**config.mk**
```make
export PLATFORM = sky130hd
export DESIGN_NAME = corrector_hamming
export DESIGN_NICKNAME = d
export VERILOG_FILES = /design/src/rtl/corrector_hamming.sv
export SDC_FILE = /design/constraint.sdc
export NUM_CORES = 1
export LEC_CHECK = 0
export ABC_CLOCK_PERIOD_IN_PS = 1000
export CELL_PAD_IN_SITES_DETAIL_PLACEMENT = 1
export CELL_PAD_IN_SITES_GLOBAL_PLACEMENT = 1
export CORE_ASPECT_RATIO = 1.1
export CORE_MARGIN = 8
export CORE_UTILIZATION = 39
export DETAILED_ROUTE_END_ITERATION = 7
export DONT_BUFFER_PORTS = 1
export GPL_TIMING_DRIVEN = 0
export HOLD_SLACK_MARGIN = 0.02
export PLACE_DENSITY_LB_ADDON = 0.1
export SYNTH_ARGS = -nofsm -noshare
export SYNTH_HDL_FRONTEND = slang
export SYNTH_SLANG_ARGS = --single-unit
```
**constraint.sdc**
```tcl
create_clock -name reloj -period 1 [get_ports reloj]
set_input_delay 0.2 -clock reloj [delete_from_list [all_inputs] [get_ports reloj]]
set_output_delay 0.2 -clock reloj [all_outputs]
set_load 0.005 [all_outputs]
```
**src/rtl/corrector_hamming.sv**
```systemverilog
// -----------------------------------------------------------------------------
// corrector_hamming
//
// Correction stage of an extended Hamming(8,4) decoder. It takes a received
// word together with the syndrome {s3,s2,s1} and the overall parity check st
// computed upstream. It flips the single erroneous bit, or flags a double
// error, and presents the registered result one cycle later.
//
// Handshake (both sides): a word moves across an interface on a rising edge
// where valid and ready are both 1. valid must not depend on ready. The output
// register stays stable while out_valido=1 and out_listo=0.
//
// Optional feature: define CONTADORES_ERROR_EN to build the saturating
// single/double error counters. Without it, cnt_simple and cnt_doble are
// tied to 0 and borrar_cnt is ignored.
//
// Ports
//   reloj               clock, rising edge
//   rst_n               asynchronous active-low reset
//   in_valido/in_listo  upstream handshake
//   recibido[7:0]       received word (bit 0 = overall parity)
//   s1,s2,s3,st         syndrome bits and overall parity check
//   out_valido/out_listo downstream handshake
//   corregido[7:0]      corrected word
//   dato[3:0]           data bits {c[7],c[6],c[5],c[3]}
//   pos_error[2:0]      syndrome of the registered word
//   err_simple/err_doble error class of the registered word
//   borrar_cnt          synchronous counter clear (has priority over counting)
//   cnt_simple/cnt_doble error counters, ANCHO_CNT bits, saturating
// -----------------------------------------------------------------------------
module corrector_hamming #(
    parameter int ANCHO_CNT = 8
) (
    input  logic                 reloj,
    input  logic                 rst_n,
    input  logic                 in_valido,
    output logic                 in_listo,
    input  logic [7:0]           recibido,
    input  logic                 s1,
    input  logic                 s2,
    input  logic                 s3,
    input  logic                 st,
    output logic                 out_valido,
    input  logic                 out_listo,
    output logic [7:0]           corregido,
    output logic [3:0]           dato,
    output logic [2:0]           pos_error,
    output logic                 err_simple,
    output logic                 err_doble,
    input  logic                 borrar_cnt,
    output logic [ANCHO_CNT-1:0] cnt_simple,
    output logic [ANCHO_CNT-1:0] cnt_doble
);

    logic [2:0] w_syn;
    logic       w_simple;
    logic       w_doble;
    logic [7:0] w_mascara;
    logic [7:0] w_corregido;
    logic       w_transfer;

    logic       r_valido;
    logic [7:0] r_corregido;
    logic [2:0] r_pos;
    logic       r_simple;
    logic       r_doble;

    assign w_syn    = {s3, s2, s1};
    // st=1 always means an odd number of flipped bits, so a single error.
    // The bit to flip is syn. A syndrome of 0 selects bit 0, the parity bit.
    assign w_simple = st;
    assign w_doble  = !st && (w_syn != 3'd0);
    assign w_mascara   = st ? (8'd1 << w_syn) : 8'd0;
    assign w_corregido = recibido ^ w_mascara;

    // The output slot can be refilled in the same cycle that it drains.
    assign in_listo   = !r_valido || out_listo;
    assign w_transfer = in_valido && in_listo;

    always_ff @(posedge reloj or negedge rst_n) begin
        if (!rst_n) begin
            r_valido    <= 1'b0;
            r_corregido <= 8'd0;
            r_pos       <= 3'd0;
            r_simple    <= 1'b0;
            r_doble     <= 1'b0;
        end else if (w_transfer) begin
            r_valido    <= 1'b1;
            r_corregido <= w_corregido;
            r_pos       <= w_syn;
            r_simple    <= w_simple;
            r_doble     <= w_doble;
        end else if (out_listo) begin
            r_valido    <= 1'b0;
        end
    end

    assign out_valido = r_valido;
    assign corregido  = r_corregido;
    assign dato       = {r_corregido[7], r_corregido[6], r_corregido[5], r_corregido[3]};
    assign pos_error  = r_pos;
    assign err_simple = r_simple;
    assign err_doble  = r_doble;

`ifdef CONTADORES_ERROR_EN
    localparam logic [ANCHO_CNT-1:0] CNT_MAX = {ANCHO_CNT{1'b1}};

    logic [ANCHO_CNT-1:0] r_cnt_simple;
    logic [ANCHO_CNT-1:0] r_cnt_doble;

    // A clear wins over counting. A word transferred in the same cycle is
    // still corrected, but it is left out of the statistics.
    always_ff @(posedge reloj or negedge rst_n) begin
        if (!rst_n) begin
            r_cnt_simple <= '0;
            r_cnt_doble  <= '0;
        end else if (borrar_cnt) begin
            r_cnt_simple <= '0;
            r_cnt_doble  <= '0;
        end else if (w_transfer) begin
            if (w_simple && (r_cnt_simple != CNT_MAX)) begin
                r_cnt_simple <= r_cnt_simple + 1'b1;
            end
            if (w_doble && (r_cnt_doble != CNT_MAX)) begin
                r_cnt_doble <= r_cnt_doble + 1'b1;
            end
        end
    end

    assign cnt_simple = r_cnt_simple;
    assign cnt_doble  = r_cnt_doble;
`else
    // borrar_cnt has nothing to act on in this build.
    logic w_unused_borrar;
    assign w_unused_borrar = borrar_cnt;
    assign cnt_simple      = '0;
    assign cnt_doble       = '0;
`endif

endmodule

```
* Word-level counts from Yosys, hierarchy flattened
Cells that the tools add are included.
** Word-level totals
- Register bits :: 14
- Latch bits :: 0
- RAM bits :: 0
- ROM bits :: 0
- Bits of input ports :: 17
- Logic and storage cells :: 17
- Memories :: 0
** Cells by class
- $add $sub $neg :: 0
- Multiply operators :: 0
- Divide/modulo/power cells :: 0
- Order comparisons :: 0
- Equal/unequal tests :: 0
- Shifts and indexed selects :: 1
- Muxes and demuxes :: 3
- Bitwise gates (word level) :: 1
- Reductions and logical operators :: 7
** Operators by type and width (number)
- $mux 8 :: 1
- $shl 1x3->8 const A :: 1
- $xor 8x8->8 :: 1
- $reduce_bool 3->1 :: 1
- $logic_and 1x1->1 :: 2
- $logic_not 1->1 :: 2
- $mux 1 :: 2
- $reduce_bool 2->1 :: 1
- $logic_or 1x1->1 :: 1

* Logic depth before layout (Yosys ltp)
Gate-level depths: netlist of run 1.
- Depth in word-level cells :: 4
- Depth in mapped cells :: 4
- Mapped depth without buffers :: 3

* Worst setup path before layout of run 1
Ideal clock, no wire load.
- Path type :: register to register
- From :: register r_valido (netlist: out_valido)
- To :: register r_doble (netlist: err_doble)
- Setup time :: 125 ps
- Data arrival time :: 1047 ps
- Data required time :: 875 ps
- Slack :: -172 ps
- Cell stages (with the launch flop) :: 5
- Clock period less this slack :: 1172 ps
- Cell sequence :: dfrtp_1 nand2b_4 and2_1 buf_2 mux2_4
** Between the ends
- Word-level cells in the longest chain between the ends :: 3
** Ends and longest elaborated chain
- start, declared :: line 62 : logic r_valido;
- start signal, assigned :: line 82 : r_valido <= 1'b0;
- start signal, assigned :: line 88 : r_valido <= 1'b1;
- start signal, assigned :: line 94 : r_valido <= 1'b0;
- $logic_not 1->1 :: line 77 : assign in_listo = !r_valido || out_listo;
- $logic_or 1x1->1 :: line 77
- $logic_and 1x1->1 :: line 78 : assign w_transfer = in_valido && in_listo;
- end signal, assigned :: line 92 : r_doble <= w_doble;
- end, declared :: line 66 : logic r_doble;
No other way between the ends.
A chain may end at the register's enable or synchronous reset.

* Worst setup path in the final report of run 1
- From :: register r_valido (netlist: out_valido)
- To :: output port in_listo
** Between the ends
- Word-level cells in the longest chain between the ends :: 2
** Ends and longest elaborated chain
- $logic_not 1->1 :: line 77
- $logic_or 1x1->1 :: line 77
- end, declared :: line 37 : output logic in_listo,
No other way between the ends.

==> impl_metrics.csv, run 1 <==
group,metric,value,unit
layout,final_cell_area,1150,µm²
critical_path,setup.worst_path.end_class,"output pin",
detailed_routing,firstDrtPassIters,3,
yosys,ys_seq_area_frac,0.392,
detailed_routing,postRouteAntennaNets,0,
layout,n_antenna_cell,0,
outcome,outcome,"finished, violations left",
detailed_routing,routedWlPerCell,17.0,µm
critical_path,slowest_stage,"dfrtp_1",
layout,syn2layout_area_growth,29.0,%
timing,setup_viol,18,
detailed_routing,drt_wl_total,2.33,mm
layout,drive_gt1_frac,0.505,
placed_design,dpl.hpwl,1.77,mm
clock_tree,clk_pin_slew_worst_paths,80,ps
timing,worst_slew_pin_slew,627,ps
critical_path,cp_max_fo,5,
clock_tree,cts.sinks,14,
timing,skew,1.11,ps
layout,nets,126,
yosys,ys_warn_count,0,
layout,utilization,0.522,
global_route,grt_pass1_vias,689,
yosys,netlist_instances,85,
yosys,avgSynthCellArea,10.5,µm²
timing,whs,119,ps
global_route,grtUsageTotal,0.119,
layout,layout.cells.non_filler,137,
critical_path,crit_path_max_incr_delay,420,ps
timing,slew_viol_final,0,
worst_hold_path,hold-path-cell-count,2,
power_and_ir_drop,peakVddDrop,684,µV
detailed_routing,remaining_drc_errors,0,
timing,rsz0062_at_grt,"true",
yosys,synth_cell_types,21,
placed_design,pre_cts_slack,-275,ps
layout,mostFrequentLayoutCells,"17 x buf_4, 16 x conb_1, 13 x dfrtp_1, 11 x a21oi_2, 8 x buf_6",
critical_path,cp.required,800,ps
clock_tree,clkLatencyLatePin,270,ps
power_and_ir_drop,power.leakage,0.523,nW
worst_hold_path,hold_path.class,"input port to flop",
timing,hold_viol_final,0,
yosys,ys_ff_latch,14,
placed_design,dp_cells,130,
floorplanning,die_y,66.2,µm
timing,fin_ws,-157,ps
flow_run,drv_cap,0,
floorplanning,initial_core_util,0.405,
critical_path,cp.arrival,960,ps
global_route,antenna_found_initial,0,
outcome,violations,"setup timing",
placed_design,globalplace.congestion,0.669,
critical_path,r2r_cells,3,
floorplanning,rows,18,
detailed_routing,drtIter0Drc,4,
clock_tree,tritoncts,"built",
floorplanning,die_w,61.6,µm
clock_tree,htreeDepth,1,
critical_path,startpoint_type,"flop",
clock_tree,cts-root-buf,"clkbuf_4",
critical_path,cp_top_family,"flip-flops",
critical_path,crit_type,"flop to output pin",
clock_tree,cts_made_buffers,3,
timing,max_freq,0.864,GHz
timing,slew_headroom,0.581,
power_and_ir_drop,powerDensity,1260,nW/µm²
floorplanning,dieArea,4080,µm²
detailed_routing,routed_via_density,4.58,
critical_path,critical_path_buf_inv_count,1,
detailed_routing,dr_total_vias,627,
layout,final_common_cell,"buf_4",
critical_path,cp.depth,2,
critical_path,crit_chain,"nand2b_4 > clkbuf_16",
placed_design,placed_area,996,µm²
timing,fin_crit_sh,1.16,
timing,final.min_clock_period,1160,ps
global_route,grt_max_degree,15,
yosys,synth.cell_area,893,µm²
clock_tree,clockBufferDepth,2,
global_route,grt_pass1_wl,3.54,mm
floorplanning,core_region_area,2210,µm²
floorplanning,ios,52,
placed_design,port_buffers,0,
global_route,gr-total-overflow,0,
[per-stage QoR]
stage	setup TNS [ps]	total power, mW
floorplan	-538	0.976
finish	-1170	1.45
CTS	-1380	1.45
global route	-2010	1.54
global placement	-2360	1.02
detailed placement	-2810	1.04
[timing repair]
action,CTS,global route
gates resized for setup,17,9
gates cloned,1,0
hold endpoints to repair,14,0
hold buffers,1,0
buffers inserted,3,3
setup endpoints to repair,19,19
pin swaps,6,4
[power by group]
part / switching (mW) / internal [mW] / total [mW]
Clock: 0.175 / 0.139 / 0.315
Combinational: 0.177 / 0.232 / 0.408
Sequential: 0.0844 / 0.648 / 0.732
Total: 0.436 / 1.02 / 1.45
[state kept, by name (all words and copies together), names as in the netlist]
register    count
err_doble       1
corregido       8
out_valido      1
pos_error       3
err_simple      1
[Yosys cell counts]
cell	number	share of area
and4bb_1	3	0.042
buf_6	2	0.025
buf_2	4	0.022
nand2_1	1	0.0042
buf_4	20	0.17
and2_1	1	0.0070
a21oi_1	16	0.090
nor4b_4	1	0.027
nor3_1	1	0.0056
mux2_2	4	0.050
nor2_1	1	0.0042
nand2b_4	1	0.015
xnor2_1	4	0.039
clkbuf_1	1	0.0042
nand2b_1	1	0.0070
conb_1	1	0.0042
dfrtp_1	14	0.39
mux2_4	1	0.017
nand4_1	1	0.0070
nand4b_1	3	0.029
xor2_1	4	0.039
[metal layers]
layer / vias to the layer above / global-route usage / part of all wire
li1: 296 / - / -
met1: 296 / 0.117 / 0.33
met2: 31 / 0.206 / 0.53
met3: 4 / 0.0486 / 0.13
met4: 0 / 0.0598 / 0.015
met5: - / 0 / 0
[cell type report]
class / instances / area, µm²
Tap cell: 30 / 37.5
Multi-Input combinational cell: 59 / 458
Buffer: 26 / 228
Fill cell: 279 / 1050
Timing Repair Buffer: 5 / 55.1
Clock buffer: 3 / 22.5
Sequential cell: 14 / 352
[final timing paths]
kind | start | endpoint | slack [ps]
max | out_valido$_DFFE_PN0P_ | in_listo | -160
min | recibido[4] | corregido[4]$_DFFE_PN0P_ | 120
max reg2reg | out_valido$_DFFE_PN0P_ | err_doble$_DFFE_PN0P_ | -130
min reg2reg | err_simple$_DFFE_PN0P_ | err_simple$_DFFE_PN0P_ | 550
max in group asynchronous | rst_n | corregido[5]$_DFFE_PN0P_ | 180
min in group asynchronous | rst_n | pos_error[0]$_DFFE_PN0P_ | 380
[logic make-up (layout without fill, tap and decap cells)]
family | after synthesis | in the layout | share of synthesized area
XOR/XNOR | 8 | 8 | 0.0784
buffers and inverters | 27 | 34 | 0.220
multiplexers | 5 | 5 | 0.0672
AND/OR/NAND/NOR | 14 | 14 | 0.148
other | 1 | 16 | 0.00420
flip-flops | 14 | 14 | 0.392
AO/OA/AOI/OAI | 16 | 16 | 0.0896
No activity file was read; power rests on OpenSTA's default activity.
==> run 2: changes to the inputs <==
Settings changed: ABC_CLOCK_PERIOD_IN_PS 1000 to 1320, CORE_UTILIZATION 39 to 43.
Clock period 1 ns to 1.32 ns, I/O delays scaled along.
==> impl_metrics.csv, run 2 (synthesis gave the netlist of run 1 again) <==
group,metric,value,unit
critical_path,startpoint_type,"flop",
timing,hold_viol_final,0,
critical_path,slowest_stage,"dfrtp_1",
global_route,grt_pass1_vias,627,
critical_path,crit_chain,"nand2b_4 > clkbuf_4",
clock_tree,clkLatencyLatePin,280,ps
layout,syn2layout_area_growth,14.6,%
global_route,gr-total-overflow,0,
timing,fin_ws,73.2,ps
layout,nets,123,
timing,whs,168,ps
global_route,antenna_found_initial,0,
timing,skew,10.6,ps
critical_path,crit_type,"flop to output pin",
power_and_ir_drop,p_sw_frac,0.291,
detailed_routing,drt_wl_total,2.01,mm
power_and_ir_drop,power.total,1.02,mW
layout,num-fill-cells,243,
layout,multiInputGateArea,403,µm²
layout,regArea,350,µm²
global_route,grtUsageTotal,0.111,
detailed_routing,drtIter0Drc,6,
timing,finalSetupTns,0,ps
timing,fin_crit_sh,0.945,
placed_design,dp_cells,128,
clock_tree,cts.sinks,14,
layout,mostFrequentLayoutCells,"20 x buf_4, 16 x a21oi_1, 16 x conb_1, 14 x dfrtp_1, 5 x clkbuf_4",
floorplanning,dieArea,3790,µm²
timing,slew_viol_final,0,
critical_path,setup.worst_path.end_class,"output pin",
detailed_routing,dr_total_vias,584,
layout,layout.cells.non_filler,132,
timing,rsz0062_at_grt,"false",
clock_tree,tritoncts,"built",
layout,final_common_cell,"buf_4",
power_and_ir_drop,p_sw,298,µW
clock_tree,post_cts_buffers,0,
power_and_ir_drop,p_seq_frac,0.532,
clock_tree,clockBufferDepth,2,
global_route,grt_max_degree,15,
critical_path,crit_path_max_incr_delay,420,ps
critical_path,cp.arrival,980,ps
power_and_ir_drop,power.leakage,0.484,nW
clock_tree,htreeDepth,1,
detailed_routing,routedWlPerCell,15.2,µm
power_and_ir_drop,powerDensity,1000,nW/µm²
clock_tree,clk_pin_slew_worst_paths,90,ps
detailed_routing,remaining_drc_errors,0,
power_and_ir_drop,p_int,726,µW
flow_run,drv_cap,0,
floorplanning,die_y,63.8,µm
floorplanning,core_region_area,1980,µm²
floorplanning,initial_core_util,0.452,
timing,worst_slew_pin_slew,637,ps
worst_hold_path,hold_path.class,"input port to flop",
floorplanning,rows,17,
layout,drive_gt1_frac,0.356,
placed_design,pre_cts_slack,50.1,ps
detailed_routing,firstDrtPassIters,2,
clock_tree,cts-root-buf,"clkbuf_4",
power_and_ir_drop,pwr-share-clk,0.237,
placed_design,dpl.hpwl,1.67,mm
critical_path,cp_max_fo,10,
timing,max_freq,0.802,GHz
placed_design,globalplace.congestion,0.707,
timing,setup_viol,0,
detailed_routing,postRouteAntennaNets,0,
placed_design,port_buffers,0,
clock_tree,cts_made_buffers,3,
layout,largest_reg_flops,8,
floorplanning,ios,52,
power_and_ir_drop,combPwrFrac,0.231,
timing,slew_headroom,0.574,
detailed_routing,routed_via_density,4.42,
power_and_ir_drop,peakVddDrop,569,µV
timing,final.min_clock_period,1250,ps
floorplanning,die_w,59.5,µm
critical_path,cp.required,1060,ps
outcome,outcome,"finished, final reports clean",
global_route,grt_pass1_wl,3.28,mm
layout,n_antenna_cell,0,
[run 2: changes by cell type in the layout (fill, tap and decap cells not counted)]
| cell | delta |
|---|---|
| a21oi_1 | +12 |
| a21oi_2 | -11 |
| a21oi_4 | -1 |
| and2_1 | +1 |
| and2_4 | -1 |
| buf_4 | +3 |
| buf_6 | -6 |
| buf_8 | -1 |
| clkbuf_16 | -1 |
| clkbuf_4 | +2 |
| dfrtp_1 | +1 |
| dfrtp_2 | -1 |
[run 2: layout make-up]
cell class / count / area share
multi-input combinational: 59 / 0.394
tap: 28 / 0.0342
clock buffer: 3 / 0.0220
buffer: 27 / 0.198
sequential: 14 / 0.342
timing repair buffer: 1 / 0.00978
[run 2: timing repair]
action	in CTS	in global routing
hold endpoints to repair	14	0
gates cloned	0	0
resized for setup	1	3
setup endpoints to repair	1	2
hold buffers	1	0
[run 2: power by group through the flow]
| stage | Clock (mW) | Combinational (mW) | Sequential [mW] |
|---|---|---|---|
| floorplan | 0 | 0.196 | 0.538 |
| global route | 0.264 | 0.267 | 0.557 |
| detailed placement | 0 | 0.222 | 0.560 |
| global placement | 0 | 0.215 | 0.556 |
| finish | 0.242 | 0.236 | 0.545 |
| CTS | 0.252 | 0.235 | 0.551 |
[run 2: path summary, 6_finish.rpt]
path | start | to | slack [ps] | cells past startpoint
worst max-delay path | out_valido$_DFFE_PN0P_ | in_listo | 70 | 2
worst min-delay path | recibido[1] | corregido[1]$_DFFE_PN0P_ | 170 | 2
worst max register to register | out_valido$_DFFE_PN0P_ | err_doble$_DFFE_PN0P_ | 80 | 4
worst min register to register | pos_error[0]$_DFFE_PN0P_ | pos_error[0]$_DFFE_PN0P_ | 550 | 1
max in group asynchronous | rst_n | corregido[0]$_DFFE_PN0P_ | 460 | 1
min in group asynchronous | rst_n | corregido[7]$_DFFE_PN0P_ | 440 | 1
[run 2: per-layer routing]
metal | global-route usage | vias to the layer above | routed length [µm]
li1 | - | 291 | -
met1 | 0.113 | 264 | 713
met4 | 0.0449 | 0 | 25
met5 | 0 | - | 0
met3 | 0.0560 | 4 | 239
met2 | 0.185 | 25 | 1030
[run 2: worst max-delay path: cells and delay by family (launching register included)]
family	cells	cell delay (ps)
flops	1	420
buf+inv	1	200
simple gates	1	90
[run 2: per-stage QoR]
| step | instance area (µm²) | util |
|---|---|---|
| finish | 1020 | 0.517 |
| global route | 1020 | 0.517 |
| CTS | 1020 | 0.515 |
| detailed placement | 985 | 0.498 |
| global placement | 985 | 0.498 |
| floorplan | 950 | - |
==> run 3: changes to the inputs <==
Settings changed: ABC_CLOCK_PERIOD_IN_PS 1320 to unset, CORE_MARGIN 8 to unset.
==> impl_metrics.csv, run 3 (synthesis gave the netlist of run 1 again) <==
group,metric,value,unit
clock_tree,cts.sinks,14,
critical_path,cp_top_family,"flip-flops",
worst_hold_path,hold_path.class,"input port to flop",
timing,slew_viol_final,0,
critical_path,crit_chain,"nand2b_4 > and2_1 > clkbuf_4 > mux2_4",
detailed_routing,drtIter0Drc,1,
layout,largest_reg_flops,8,
detailed_routing,routedWlPerCell,13.9,µm
timing,hold_viol_final,0,
global_route,busiest_layer,"met2",
power_and_ir_drop,peakVddDrop,698,µV
global_route,grt_pass1_vias,577,
floorplanning,initial_core_util,0.480,
global_route,grtUsageMet2,0.279,
critical_path,reg2reg_from,"out_valido$_DFFE_PN0P_",
layout,final_common_cell,"buf_4",
critical_path,cp.required,1500,ps
clock_tree,clkLatencyLatePin,290,ps
power_and_ir_drop,power.total,1.10,mW
timing,finalSetupTns,0,ps
flow_run,drv_cap,0,
critical_path,critical_path_buf_inv_count,1,
detailed_routing,drt_wl_total,1.84,mm
critical_path,cp_max_fo,9,
placed_design,globalplace.congestion,0.660,
clock_tree,htreeDepth,1,
detailed_routing,remaining_drc_errors,0,
timing,max_freq,0.793,GHz
critical_path,setup.worst_path.end_class,"flop",
floorplanning,core_region_area,1860,µm²
floorplanning,ios,52,
critical_path,cp-startpoint,"out_valido$_DFFE_PN0P_",
layout,layout.cells.non_filler,132,
floorplanning,rows,16,
power_and_ir_drop,power.leakage,0.491,nW
placed_design,dpl.hpwl,1.36,mm
layout,nets,123,
layout,num-fill-cells,223,
critical_path,slowest_stage,"dfrtp_1",
global_route,grtUsageTotal,0.182,
clock_tree,cts_made_buffers,3,
placed_design,dp_cells,127,
detailed_routing,dr_total_vias,612,
global_route,antenna_found_initial,0,
critical_path,cp.arrival,1440,ps
timing,rsz0062_at_grt,"false",
detailed_routing,routed_via_density,4.64,
floorplanning,die_w,45.5,µm
global_route,gr-usage-met1,0.217,
layout,n_antenna_cell,0,
clock_tree,clockBufferDepth,2,
critical_path,crit_type,"flop to flop",
worst_hold_path,min_from,"recibido[0]",
power_and_ir_drop,powerDensity,1060,nW/µm²
detailed_routing,firstDrtPassIters,4,
critical_path,startpoint_type,"flop",
placed_design,port_buffers,0,
global_route,grt_pass1_wl,2.80,mm
clock_tree,cts-root-buf,"clkbuf_4",
layout,drive_gt1_frac,0.362,
global_route,grt_max_degree,15,
timing,slew_headroom,0.566,
timing,skew,1.91,ps
floorplanning,die_y,49.8,µm
outcome,outcome,"finished, final reports clean",
layout,utilization,0.556,
timing,setup_viol,0,
clock_tree,tritoncts,"built",
clock_tree,clk_pin_slew_worst_paths,90,ps
timing,worst_slew_pin_slew,649,ps
critical_path,crit_path_max_incr_delay,440,ps
layout,syn2layout_area_growth,16.0,%
global_route,gr-total-overflow,0,
layout,mostFrequentLayoutCells,"21 x buf_4, 16 x a21oi_1, 16 x conb_1, 14 x dfrtp_1",
timing,final.min_clock_period,1260,ps
clock_tree,post_cts_buffers,0,
global_route,grt_util_met3,0.0549,
floorplanning,dieArea,2260,µm²
timing,fin_crit_sh,0.956,
detailed_routing,postRouteAntennaNets,0,
## run 3: cell count changes in the layout (fill, tap and decap cells not counted)
cell and delta:
buf_4 +1, clkbuf_4 -1, clkbuf_8 +1
## run 3: path summary, 6_finish.rpt
| path | to | slack, ps | cells after the start |
|---|---|---|---|
| worst max register to register | err_doble$_DFFE_PN0P_ | 60 | 4 |
| max in group asynchronous | pos_error[1]$_DFFE_PN0P_ | 470 | 1 |
| worst min-delay path | corregido[0]$_DFFE_PN0P_ | 150 | 2 |
| worst max-delay path | err_doble$_DFFE_PN0P_ | 60 | 4 |
| worst min register to register | err_simple$_DFFE_PN0P_ | 550 | 1 |
| min in group asynchronous | corregido[2]$_DFFE_PN0P_ | 430 | 1 |
## run 3: routing by layer
| metal | wire (µm) | vias to the layer above | share of wire |
|---|---|---|---|
| met5 | 0 | - | 0 |
| met4 | 46 | 0 | 0.025 |
| met3 | 172 | 5 | 0.094 |
| met2 | 931 | 33 | 0.51 |
| met1 | 684 | 284 | 0.37 |
| li1 | - | 290 | - |
## run 3: timing repair
item	CTS	global route
setup endpoints to repair	1	2
hold endpoints to repair	14	0
cloned	0	0
hold buffers	1	0
gates resized for setup	2	2
## run 3: worst reg2reg max path: cells and delay by family (launching register included)
family | cells | cell delay (ps)
AND/OR/NAND/NOR | 2 | 220
flip-flops | 1 | 440
multiplexers | 1 | 310
buffers and inverters | 1 | 190
## run 3: metrics by stage
| stage | cell area (µm²) | setup WS, ps | hold slack [ps] |
|---|---|---|---|
| global placement | 983 | 71.4 | -31.3 |
| global route | 1040 | 10.9 | 166 |
| CTS | 1030 | 14.5 | 152 |
| floorplan | 950 | 148 | -31.6 |
| detailed placement | 983 | 44.6 | -31.2 |
| finish | 1040 | 58.6 | 154 |
## run 3: final cells by class
type	count	area, µm²	share of cell area
plain buffers	27	203	0.196
repair buffers	1	10.0	0.00966
well taps	27	33.8	0.0326
multi-input cells	59	403	0.389
flip-flops and latches	14	350	0.338
clock buffers	4	36.3	0.0350
## run 3: power breakdown
group          internal, mW  total, mW  switching (mW)
sequential            0.490      0.543          0.0532
combinational         0.131      0.238           0.107
clock                 0.168      0.323           0.154
